### config.mk
export PLATFORM = sky130hd
export DESIGN_NAME = timer_dev
export DESIGN_NICKNAME = d
export VERILOG_FILES = /design/src/rtl/timer_dev.sv
export SDC_FILE = /design/constraint.sdc
export NUM_CORES = 1
export LEC_CHECK = 0
export CAP_MARGIN = 20
export CORE_MARGIN = 2
export CORE_UTILIZATION = 57
export CTS_CLUSTER_DIAMETER = 120
export DETAILED_ROUTE_END_ITERATION = 8
export PLACE_DENSITY_LB_ADDON = 0.25
export SLEW_MARGIN = 20
export SYNTH_ARGS = -nofsm -noshare
export SYNTH_HDL_FRONTEND = slang
export SYNTH_SLANG_ARGS = --single-unit
### constraint.sdc
create_clock -name PClk -period 4.8 [get_ports PClk]
set_input_delay 0.96 -clock PClk [delete_from_list [all_inputs] [get_ports PClk]]
set_output_delay 0.96 -clock PClk [all_outputs]
set_load 0.02 [all_outputs]
### src/rtl/timer_dev.sv
// Memory-mapped countdown timer with one-shot and auto-reload modes.
// Define TIMER_STATUS_EN to map a STATUS register (state code + W1C irq flag) at offset 3.
module timer_dev #(
  parameter int unsigned PRESCALE = 1
) (
  input  logic        PClk,
  input  logic        Reset,
  input  logic        Sel,
  input  logic [1:0]  Addr,
  input  logic        WE,
  input  logic [31:0] WData,
  output logic [31:0] RData,
  output logic        IRQ
);
  typedef enum logic [2:0] {
    S_IDLE = 3'd0,
    S_LOAD = 3'd1,
    S_CNT  = 3'd2,
    S_INT  = 3'd3
  } state_e;

  localparam logic [31:0] PS_LAST = 32'(PRESCALE - 1);

  state_e      state_q, state_d;
  logic [3:0]  ctrl_q, ctrl_d;
  logic [31:0] preset_q, preset_d;
  logic [31:0] count_q, count_d;
  logic [31:0] prescale_q, prescale_d;
  logic        irq_flag_q, irq_flag_d;
  logic        irq_q;

  logic        enable, tick, expire;
  logic        wr_ctrl, wr_preset, status_clr;
  logic        do_load, do_tick, do_dec, hw_set, hw_clr_en, auto_clr;

  // Bus access: a transfer occurs in any cycle with Sel=1; writes commit at the
  // next rising edge when WE=1, reads return RData in the same cycle, no stalls.
  assign wr_ctrl   = Sel & WE & (Addr == 2'd0);
  assign wr_preset = Sel & WE & (Addr == 2'd1);
`ifdef TIMER_STATUS_EN
  assign status_clr = Sel & WE & (Addr == 2'd3) & WData[0];
`else
  assign status_clr = 1'b0;
`endif

  assign enable = ctrl_q[0];
  assign tick   = (prescale_q == PS_LAST);
  assign expire = tick && (count_q <= 32'd1);

  always_ff @(posedge PClk or posedge Reset) begin
    if (Reset) state_q <= S_IDLE;
    else       state_q <= state_d;
  end

  always_comb begin
    state_d = state_q;
    case (state_q)
      S_IDLE: if (enable) state_d = S_LOAD;
      S_LOAD: state_d = S_CNT;
      S_CNT: begin
        if (!enable)     state_d = S_IDLE;
        else if (expire) state_d = S_INT;
      end
      S_INT:   state_d = (ctrl_q[2:1] == 2'd1) ? S_LOAD : S_IDLE;
      default: state_d = S_IDLE;
    endcase
  end

  always_comb begin
    do_load   = (state_q == S_LOAD);
    do_tick   = (state_q == S_CNT) && enable;
    do_dec    = do_tick && tick;
    hw_set    = do_dec && (count_q <= 32'd1);
    hw_clr_en = (state_q == S_INT) && (ctrl_q[2:1] != 2'd1);
    auto_clr  = (state_q == S_INT) && (ctrl_q[2:1] == 2'd1);
  end

  always_comb begin
    ctrl_d = ctrl_q;
    if (hw_clr_en) ctrl_d[0] = 1'b0;
    if (wr_ctrl)   ctrl_d = WData[3:0];

    preset_d = wr_preset ? WData : preset_q;

    count_d = count_q;
    if (do_load)     count_d = preset_q;
    else if (do_dec) count_d = (count_q <= 32'd1) ? 32'd0 : count_q - 32'd1;

    prescale_d = prescale_q;
    if (do_load)      prescale_d = 32'd0;
    else if (do_tick) prescale_d = tick ? 32'd0 : prescale_q + 32'd1;

    // A hardware set in the same cycle as any clear must win.
    irq_flag_d = irq_flag_q;
    if (wr_ctrl || wr_preset || status_clr || auto_clr) irq_flag_d = 1'b0;
    if (hw_set) irq_flag_d = 1'b1;
  end

  always_ff @(posedge PClk or posedge Reset) begin
    if (Reset) begin
      ctrl_q     <= 4'd0;
      preset_q   <= 32'd0;
      count_q    <= 32'd0;
      prescale_q <= 32'd0;
      irq_flag_q <= 1'b0;
      irq_q      <= 1'b0;
    end else begin
      ctrl_q     <= ctrl_d;
      preset_q   <= preset_d;
      count_q    <= count_d;
      prescale_q <= prescale_d;
      irq_flag_q <= irq_flag_d;
      irq_q      <= irq_flag_q & ctrl_q[3];
    end
  end

  assign IRQ = irq_q;

  always_comb begin
    RData = 32'd0;
    if (Sel) begin
      case (Addr)
        2'd0: RData = {28'd0, ctrl_q};
        2'd1: RData = preset_q;
        2'd2: RData = count_q;
`ifdef TIMER_STATUS_EN
        2'd3: RData = {27'd0, state_q, 1'b0, irq_flag_q};
`else
        2'd3: RData = 32'd0;
`endif
        default: RData = 32'd0;
      endcase
    end
  end
endmodule

Yosys cells after proc, flatten, opt, wreduce, memory -nomap -nowiden
Cells that the tools add are included.
{"block": "word_totals", "register_bits": 105, "out_inout_bits": 33, "wordCells": 58}
{"block": "classes", "eq_ne": 10, "reduce_logical": 16, "muxes": 17, "n_bitwise": 4, "n_lt_le_gt_ge": 1, "add_sub_neg": 2}
{"op": "2-to-1 mux 32 bit", "count": 7}
{"op": "one-hot mux 32 bit (4 select lines)", "count": 1}
{"op": "adder 32 x 1 -> 32 bit (second input constant)", "count": 1}
{"op": "less-or-equal comparator 32 x 1 -> 1 bit (second input constant)", "count": 1}
{"op": "zero test 32 bit", "count": 1}
{"op": "subtractor 32 x 1 -> 32 bit (second input constant)", "count": 1}
{"op": "one-hot mux 3 bit (4 select lines)", "count": 1}
{"op": "2-to-1 mux 3 bit", "count": 3}
{"op": "nonzero test 2 bit", "count": 4}
{"op": "== test 3 x 2 -> 1 bit (second input constant)", "count": 2}
{"op": "logical AND 1 bit", "count": 6}
{"op": "2-to-1 mux 1 bit", "count": 5}
{"op": "bitwise AND 1 bit", "count": 4}
{"op": "== test 2 x 1 -> 1 bit (second input constant)", "count": 2}
{"op": "== test 2 bit (second input constant)", "count": 2}
{"op": "== test 3 x 1 -> 1 bit (second input constant)", "count": 1}
{"op": "zero test 3 bit", "count": 1}
{"op": "!= test 3 bit (second input constant)", "count": 1}
{"op": "zero test 2 bit", "count": 1}
{"op": "logical OR 1 bit", "count": 2}
{"op": "!= test 2 x 1 -> 1 bit (second input constant)", "count": 1}
{"op": "!= test 2 bit (second input constant)", "count": 1}
{"op": "AND reduction 2 bit", "count": 1}

Depth between registers and ports, before layout
Gate-level depths: netlist of run 1.
{"block": "logic_depth", "word_depth": 6, "depth_mapped": 9}

Worst setup path after synthesis of run 1
No wires, ideal clock.
{"block": "synth_timing", "path_kind": "input -> output", "start": "input port Addr[1]", "end": "output port RData[11]", "cell_stages": 6, "slack_ps": 1475, "arrival_time_ps": 2365, "cell_sequence": "clkbuf_1 -> nor2b_1 -> clkbuf_1 -> buf_1 -> a22oi_1 -> nor2b_1"}
{"block": "synth_via", "elab_chain_len": 3, "word_cells_on_any_way": 6, "cone_classes": "eq/ne (3); mux (2); reduce/logical (1)"}
{"item": "start, declared", "line": "9", "text": "input logic [1:0] Addr,"}
{"item": "== test 2 bit, or another cell as far along", "line": "122", "text": "case (Addr)"}
{"item": "one-hot mux 32 bit (4 select lines) *", "line": "122"}
{"item": "2-to-1 mux 32 bit *", "line": "121", "text": "if (Sel) begin"}
{"item": "end, declared", "line": "12", "text": "output logic [31:0] RData,"}
Every way passes the cells marked *; elsewhere a longest branch is shown, timed or not.

Worst setup path after layout of run 1
{"block": "layout_timing", "start": "input port Addr[1]", "end": "output port RData[30]"}
The elaborated chain is that of the path after synthesis.

==> flow_summary.ini, run 1 <==
[status]
status = finished clean

[cts]
cts_setup_buffers = 0
tritoncts = done
cts_hold_buf = 0
path_clk_slew_ns = 0.10
numCtsBuffers = 9
root_buffer = clkbuf_8
cts_buffer_depth = 2
htreeDepth = 3
cts_resized = 0
clk_latency_ns = 0.39
cts_sinks = 104

[sta]
tightest_slew_ns = 0.975
fin_setup_tns_ns = 0
maxSlewHeadroom_pct = 35.0
min_period_ns = 4.11
fmax_mhz = 243
slew_viol_final = 0
skew_ns = 0.00759
rsz0062_at_grt = false
hold_viol_final = 0
layout_setup_ws_ns = 0.692
setup_viol = 0
min_period_over_period_pct = 85.6

[synthesis]
yosysUniqueCellTypes = 63
synthCells = 643
synth_xor_area_share_pct = 2.36
muxShareOfSynthArea_pct = 7.47
synth_fp_nets = 685
yosys-top-cells-count = dfrtp_1, nand2_1, o21ai_0
synth_seq_cells = 104
synth-simple-area-share_pct = 24.9
synth_seq_area_share_pct = 43.8
synth_top_family_by_area = simple AND/OR/NAND/NOR gates
synth_most_common_cell = dfrtp_1
synth_fa_ha_area_share_pct = 0.842
synth_top_cell_by_area = dfrtp_1
synth-edff-count = 0
async_flop_share_pct = 100
yosys-top-cells-area = dfrtp_1, mux2_2, o21ai_0
synth-compound-area-share_pct = 17.3
synth-main-ff-cell = dfrtp_1
postSynthAreaPerCell_um2 = 9.25
synth_warnings = 0
synth_top_area_share_pct = 43.8
synth_area_um2 = 5950

[die]
die_height_um = 106
io_pins = 71
fp.dieArea_um2 = 11300
die_w_um = 106
coreArea_um2 = 10200
rows = 37
initial_core_util_pct = 58.1

[worst_setup_path]
critPathSlowestCell = clkdlybuf4s50_1
start_kind = input pin
cp_max_fo = 28
critPathTopFamily = buffers and inverters
worstPathRequired_ns = 3.84
critPathCaptureType = output port
path_buf_inv = 3
cp_common_cell = clkdlybuf4s50_1
path_cells = clkdlybuf4s50_1 -> nor2b_2 -> buf_4 -> a22oi_1 -> nor2b_1 -> clkdlybuf4s50_1
worstReg2RegStart = prescale_q[0]
criticalPathCategory = in -> out
crit_arrival_ns = 3.15
max_stage_delay_ns = 0.66
startpoint = Addr[1]

[route]
first_pass_iters = 5
routed_wl_um = 15300
vias_per_cell = 6.41
vias = 5385
first_iter_violations = 503
drc = 0
ant_nets = 0
routedWlPerCell_um = 18.2

[global_route]
grt_pass1_vias = 5109
antenna_found_initial = 0
use_met2_pct = 43.8
grt_overflow = 0
use_met1_pct = 41.4
grt_busiest_layer = met2
use_met3_pct = 4.05
grt_pass1_wl_um = 25800
grt_max_degree = 79
grt.total_usage_pct = 28.7

[placement]
portBuffers = 70
dp_slack_ns = 0.720
place.gp.congestion = 0.892
hpwl_um = 10400

[finish]
drive_above_1_share_pct = 11.8
syn_to_final_growth_pct = 16.5
insertedDiodeCount = 0
fin_nets = 741
fill_cells = 819

[power]
peakVddDrop_uv = 196
power_density_nw_per_um2 = 409
p_leak_nw = 2.70

[flow_run]
cap_violations = 0

[min_path]
hold_path_class = reg -> reg
min_from = prescale_q[30]
-- final timing paths --
check                           cells after the start        endpoint  slack [ns]
worst max-delay path                                6       RData[30]        0.69
min in group asynchronous                           2     preset_q[1]        1.13
worst min-delay path                                1  prescale_q[30]        0.52
max in group asynchronous                           3  prescale_q[25]        2.70
worst max register to register                     10     count_q[20]        1.77
worst min register to register                      1  prescale_q[30]        0.52
-- flip-flops by register name, summed over array words and instances (netlist names) --
| register | cells |
|---|---|
| ctrl_q | 4 |
| preset_q | 32 |
| prescale_q | 32 |
| state_q | 2 |
| IRQ | 1 |
| irq_flag_q | 1 |
| count_q | 32 |
-- cell families after synthesis --
| kind of cell | Yosys count |
|---|---|
| AOI/OAI and AO/OA | 156 |
| muxes | 40 |
| adders and majority gates | 4 |
| and+or+nand+nor | 276 |
| DFF | 104 |
| xor gates and xnor gates | 16 |
| buffers and inverters | 47 |
-- where the power goes --
part           switching, W  total (W)  internal [W]  leakage, nW
combinational      0.000562   0.000975      0.000413         1.31
sequential         0.000279    0.00135       0.00107         1.31
clock              0.000311   0.000512      0.000201       0.0813
-- per-layer routing --
metal / vias to the layer above / wire length (um)
met4: 0 / 329
met3: 24 / 1060
met2: 256 / 6980
li1: 2468 / -
met1: 2637 / 6920
met5: - / 0
-- cell usage in the layout, fill, tap and decap left out, types with 15 or more instances in the layout --
master,instances
dfrtp_1,104
clkdlybuf4s50_1,70
nand2_1,67
o21ai_0,52
nor2_1,51
mux2_2,35
nor2b_1,32
a22oi_1,31
nand3_1,29
nor3_1,19
nand4_1,17
a21oi_1,15
-- stage by stage --
step	cells	utilization, %	total power [W]	hold WS [ns]	instance area [um^2]
after global routing	840	67.7	0.00300	0.528	6930
after global placement	824	66.0	0.00226	0.477	6750
after floorplan	643	-	0.00197	0.459	5950
final	840	67.7	0.00283	0.519	6930
after detailed placement	824	66.0	0.00231	0.497	6750
after CTS	840	67.7	0.00282	0.517	6930
-- area by class of cell --
type                    instances  area, um^2  area share (%)
inverters                       9        36.3           0.524
clock inverters                 5        32.5           0.470
repair buffers                 83         798            11.5
multi-input cells             492        3150            45.4
clock buffers                  11         141            2.04
well taps                     136         170            2.46
flip-flops and latches        104        2600            37.6
Note: power is estimated with default switching activity, not from simulation.
==> run 2, diff against run 1 <==
Settings changed: GPL_ROUTABILITY_DRIVEN set to 1.
==> results of run 2 <==
No change in the layout: final DEF, timing and power equal those of run 1.
